`config.mk`:
```
export PLATFORM = sky130hd
export DESIGN_NAME = logic_unit_pipe
export DESIGN_NICKNAME = d
export VERILOG_FILES = /design/src/rtl/logic_unit_pipe.sv
export SDC_FILE = /design/constraint.sdc
export NUM_CORES = 1
export LEC_CHECK = 0
export CORE_UTILIZATION = 50
export DETAILED_ROUTE_END_ITERATION = 12
export PLACE_DENSITY = 0.77
export SYNTH_ARGS = -nofsm -noshare
export SYNTH_HDL_FRONTEND = slang
export SYNTH_SLANG_ARGS = --single-unit
```
`constraint.sdc`:
```
create_clock -name clk -period 2.4 [get_ports clk]
set_clock_uncertainty 0.05 [all_clocks]
set_input_delay 0.48 -clock clk [delete_from_list [all_inputs] [get_ports clk]]
set_output_delay 0.48 -clock clk [all_outputs]
set_load 0.01 [all_outputs]
```
`src/rtl/logic_unit_pipe.sv`:
```
// Two-stage pipelined bitwise logic unit with valid/ready on both sides,
// a zero flag and a saturating result counter. Define LOGIC_UNIT_PARITY_EN to add out_parity.
module logic_unit_pipe #(
  parameter int WIDTH     = 8,
  parameter int CNT_WIDTH = 16
) (
  input  logic                 clk,
  input  logic                 rst_n,
  input  logic                 in_valid,
  output logic                 in_ready,
  input  logic [WIDTH-1:0]     in_a,
  input  logic [WIDTH-1:0]     in_b,
  input  logic [2:0]           in_op,
  output logic                 out_valid,
  input  logic                 out_ready,
  output logic [WIDTH-1:0]     out_y,
  output logic                 out_zero,
`ifdef LOGIC_UNIT_PARITY_EN
  output logic                 out_parity,
`endif
  output logic [CNT_WIDTH-1:0] op_count
);

  function automatic logic [WIDTH-1:0] logic_fn(input logic [2:0] op,
                                                input logic [WIDTH-1:0] a,
                                                input logic [WIDTH-1:0] b);
    logic [WIDTH-1:0] r;
    case (op)
      3'b000:  r = a & b;
      3'b001:  r = a | b;
      3'b010:  r = a ^ b;
      3'b011:  r = ~a;
      3'b100:  r = ~(a & b);
      3'b101:  r = ~(a | b);
      3'b110:  r = ~(a ^ b);
      default: r = b;
    endcase
    return r;
  endfunction

  function automatic logic [CNT_WIDTH-1:0] sat_inc(input logic [CNT_WIDTH-1:0] v);
    return (&v) ? v : v + CNT_WIDTH'(1);
  endfunction

  logic [WIDTH-1:0] a_p1, b_p1;
  logic [2:0]       op_p1;
  logic             vld_p1;
  logic [WIDTH-1:0] y_p2;
  logic             zero_p2;
  logic             vld_p2;
  logic             en_p1, en_p2;
  logic [WIDTH-1:0] y_nxt;

  assign en_p2    = !vld_p2 || out_ready;
  assign en_p1    = !vld_p1 || en_p2;
  assign in_ready = en_p1;
  assign y_nxt    = logic_fn(op_p1, a_p1, b_p1);

  // Stage 1: operand capture; data only loads on a real transfer so idle X never enters
  always_ff @(posedge clk or negedge rst_n) begin
    if (!rst_n) begin
      vld_p1 <= 1'b0;
      a_p1   <= '0;
      b_p1   <= '0;
      op_p1  <= '0;
    end else if (en_p1) begin
      vld_p1 <= in_valid;
      if (in_valid) begin
        a_p1  <= in_a;
        b_p1  <= in_b;
        op_p1 <= in_op;
      end
    end
  end

  // Stage 2: function result; y holds its last value while no valid result arrives
  always_ff @(posedge clk or negedge rst_n) begin
    if (!rst_n) begin
      vld_p2  <= 1'b0;
      y_p2    <= '0;
      zero_p2 <= 1'b1;
    end else if (en_p2) begin
      vld_p2 <= vld_p1;
      if (vld_p1) begin
        y_p2    <= y_nxt;
        zero_p2 <= (y_nxt == '0);
      end
    end
  end

`ifdef LOGIC_UNIT_PARITY_EN
  logic par_p2;
  always_ff @(posedge clk or negedge rst_n) begin
    if (!rst_n)
      par_p2 <= 1'b0;
    else if (en_p2 && vld_p1)
      par_p2 <= ^y_nxt;
  end
  assign out_parity = par_p2;
`endif

  always_ff @(posedge clk or negedge rst_n) begin
    if (!rst_n)
      op_count <= '0;
    else if (vld_p2 && out_ready)
      op_count <= sat_inc(op_count);
  end

  assign out_valid = vld_p2;
  assign out_y     = y_p2;
  assign out_zero  = zero_p2;

endmodule
```
==> impl_metrics.csv <==
group,metric,value,unit
power,powerDensity,780.1,nW/um^2
timing,fin_crit,2216,ps
detailed_routing,viasPerCell,5.429,
detailed_routing,finalWirelength,5539,um
critical_path,r2r-start,"b_p1[7]",
die,ios,50,
finish,nets,354,
die,die_area,5775,um^2
critical_path,endpoint_kind,"output port",
placement,hpwl,4162,um
timing,hold_viol_final,0,
timing,rsz0062_at_grt,"no",
critical_path,path_max_fanout,4,
critical_path,rr_endpoint,"out_zero",
timing,fin_crit_sh,92.33,%
timing,setup_viol,0,
synth,synth_seq_cells,46,
power,pwr-share-seq,41.7,%
detailed_routing,drtIter0Drc,70,
clock_tree,cts_buffers,5,
timing,relSlewSlack,61.33,%
hold_path,min_path_type,"in -> async",
power,leakage,0.001536,uW
power,p_clk_share,21.4,%
die,initial_utilization,52.60,%
global_routing,first_global_vias,2026,
placement,io_buffers,49,
critical_path,start_kind,"primary input",
die,num_rows,26,
timing,fin_hold_ws,204.9,ps
synth,syn_area,2738,um^2
synth,synth_top_cell_by_area,"dfrtp_1",
critical_path,crit_path_end,"in_ready",
synth,syn-num-nets,299,
timing,tns,0,ps
critical_path,required,1870,ps
placement,routabilityCongestion,0.8116,
critical_path,reg2reg_slack,350,ps
global_routing,grt_max_degree,47,
critical_path,worstPathArrival,1690,ps
detailed_routing,ant_nets,0,
clock_tree,ctsHoldBuffers,0,
critical_path,setup.worst_path.class,"in -> out",
clock_tree,clockRootBuffer,"clkbuf_8",
finish,syn_to_final_growth,25.59,%
clock_tree,cts_tree,"done",
synth,synth-edff-count,0,
timing,tightest_slew,580.1,ps
global_routing,grt_pass1_wl,9535,um
synth,synth_top_area_share,41.13,%
power,ir_drop,0.5024,mV
synth,synth_area_leaders,"dfrtp_1, mux2_2, ha_1",
synth,synth_commonest_cells,"dfrtp_1, mux2_2, inv_1, ha_1, nor2_1",
clock_tree,clock_latency,300,ps
clock_tree,clock-sinks,46,
power,netSwitchingFraction,33.11,%
clock_tree,clock_path_buffers,2,
status,outcome,"complete, no violations",
clock_tree,cts.htree.levels,2,
critical_path,r2r_cells,7,
synth,synth.distinct_cells,52,
timing,drv_slew,0,
power,p_int,1794,uW
critical_path,startpoint,"out_ready",
global_routing,grt_usage,20.68,%
synth,yosys_warnings,0,
detailed_routing,firstDrtPassIters,4,
clock_tree,cts_resized,0,
power,power.switching,887.9,uW
synth,syn_avg_cell_area,10.57,um^2
synth,ys.flop_type,"dfrtp_1",
clock_tree,clkTransAtPathRegs,80,ps
detailed_routing,vias,2090,
finish,drive_gt1_share,16.51,%
detailed_routing,drc,0,
synth,synthCells,259,
detailed_routing,wire_per_inst,14.39,um
synth,synthArstFlopShare,100.0,%
global_routing,overflow,0,
synth,synth-seq-area-share,42.09,%
job,maxCapViolations,0,
clock_tree,cts_setup_buffers,0,
die,die_h,76.00,um
synth,synth.most_common_cell,"dfrtp_1",
finish,num_antenna_cells,0,
die,core,5205,um^2
global_routing,antenna_found_initial,0,
die,die_w,76.00,um
power,combPwrFrac,36.9,%
timing,max_freq,451.3,MHz
final cells by class:
cell class / instances / area [um^2]
Fill cell: 407 / 1767
Sequential cell: 46 / 1152
Clock buffer: 6 / 72.57
Clock inverter: 2 / 37.54
Inverter: 20 / 75.07
Tap cell: 70 / 87.58
Timing Repair Buffer: 58 / 565.5
Multi-Input combinational cell: 183 / 1448
power by group through the flow:
| stage | logic [uW] | clock network, uW | registers (uW) |
|---|---|---|---|
| floorplan | 567 | 0 | 1130 |
| global placement | 962 | 0 | 1130 |
| detailed placement | 994 | 0 | 1130 |
| CTS | 998 | 592 | 1120 |
| global route | 1090 | 623 | 1150 |
| finish | 990 | 575 | 1120 |
worst max-delay path, cell delays in order:
cell	delay (ps)
clkdlybuf4s50_1	500
nand3b_1	160
clkdlybuf4s50_1	550
per-layer routing:
layer | GRT usage [%] | up-vias | routed length, um
met5 | 0 | - | 0
met4 | 5.192 | 0 | 48
met3 | 3.832 | 5 | 197
met2 | 34.64 | 43 | 2664
met1 | 27.76 | 1008 | 2628
li1 | - | 1034 | -
stage by stage:
step	setup WS [ps]	instances	util (%)	power, uW	area [um^2]
4_1_cts	178.0	385	66.06	2706	3438
2_1_floorplan	568.7	259	-	1694	2738
6_report	184.0	385	66.06	2682	3438
3_5_place_dp	181.6	377	63.94	2123	3328
5_1_grt	143.5	385	66.06	2862	3438
3_3_place_gp	196.8	377	63.94	2091	3328
sequential cells by signal, indices dropped and copies added, names as in the netlist:
register and flops:
out_valid 1, a_p1 8, out_y 8, b_p1 8, op_count 16, out_zero 1
op_p1 3, vld_p1 1
how the worst min path moves through the flow:
stage               cells after the start        start  slack [ps]     endpoint
floorplan                               0        rst_n         130      a_p1[0]
global placement                        1  op_count[8]         430  op_count[8]
detailed placement                      2     out_y[5]         420     out_y[5]
CTS                                     2        rst_n         220      a_p1[0]
global route                            2        rst_n         250      a_p1[1]
finish                                  2        rst_n         200      a_p1[1]
cells by family (layout without fill, tap and decap cells):
| kind of cell | after synthesis | after routing | synth area share [%] |
|---|---|---|---|
| compound gates | 51 | 51 | 14.72 |
| simple gates | 73 | 73 | 14.12 |
| flops | 46 | 46 | 42.09 |
| buf+inv | 30 | 86 | 5.027 |
| xor+xnor | 14 | 14 | 4.479 |
| fa+ha+maj | 17 | 17 | 7.770 |
| mux | 28 | 28 | 11.79 |
cell usage in the layout (no fill, tap or decap), types with 2 or more instances in the layout:
| master | n |
|---|---|
| buf_4 | 8 |
| mux2_2 | 23 |
| a21oi_1 | 13 |
| dfrtp_1 | 45 |
| o21a_1 | 2 |
| nand4_1 | 3 |
| nand2b_1 | 5 |
| and2_1 | 5 |
| o32ai_2 | 2 |
| nor3_1 | 2 |
| a21o_1 | 2 |
| inv_1 | 20 |
| and3_1 | 4 |
| nor2b_1 | 7 |
| xor2_1 | 7 |
| a211o_1 | 2 |
| clkbuf_8 | 5 |
| a32o_1 | 2 |
| nand3b_1 | 3 |
| a211oi_1 | 5 |
| xnor2_1 | 7 |
| a2bb2oi_1 | 2 |
| nand2_1 | 13 |
| o211ai_1 | 3 |
| nand3_1 | 8 |
| nor2_1 | 16 |
| ha_1 | 17 |
| o311a_1 | 2 |
| mux2i_1 | 3 |
| clkdlybuf4s50_1 | 48 |
| o21ai_0 | 6 |
(Power assumes the default switching activity.)
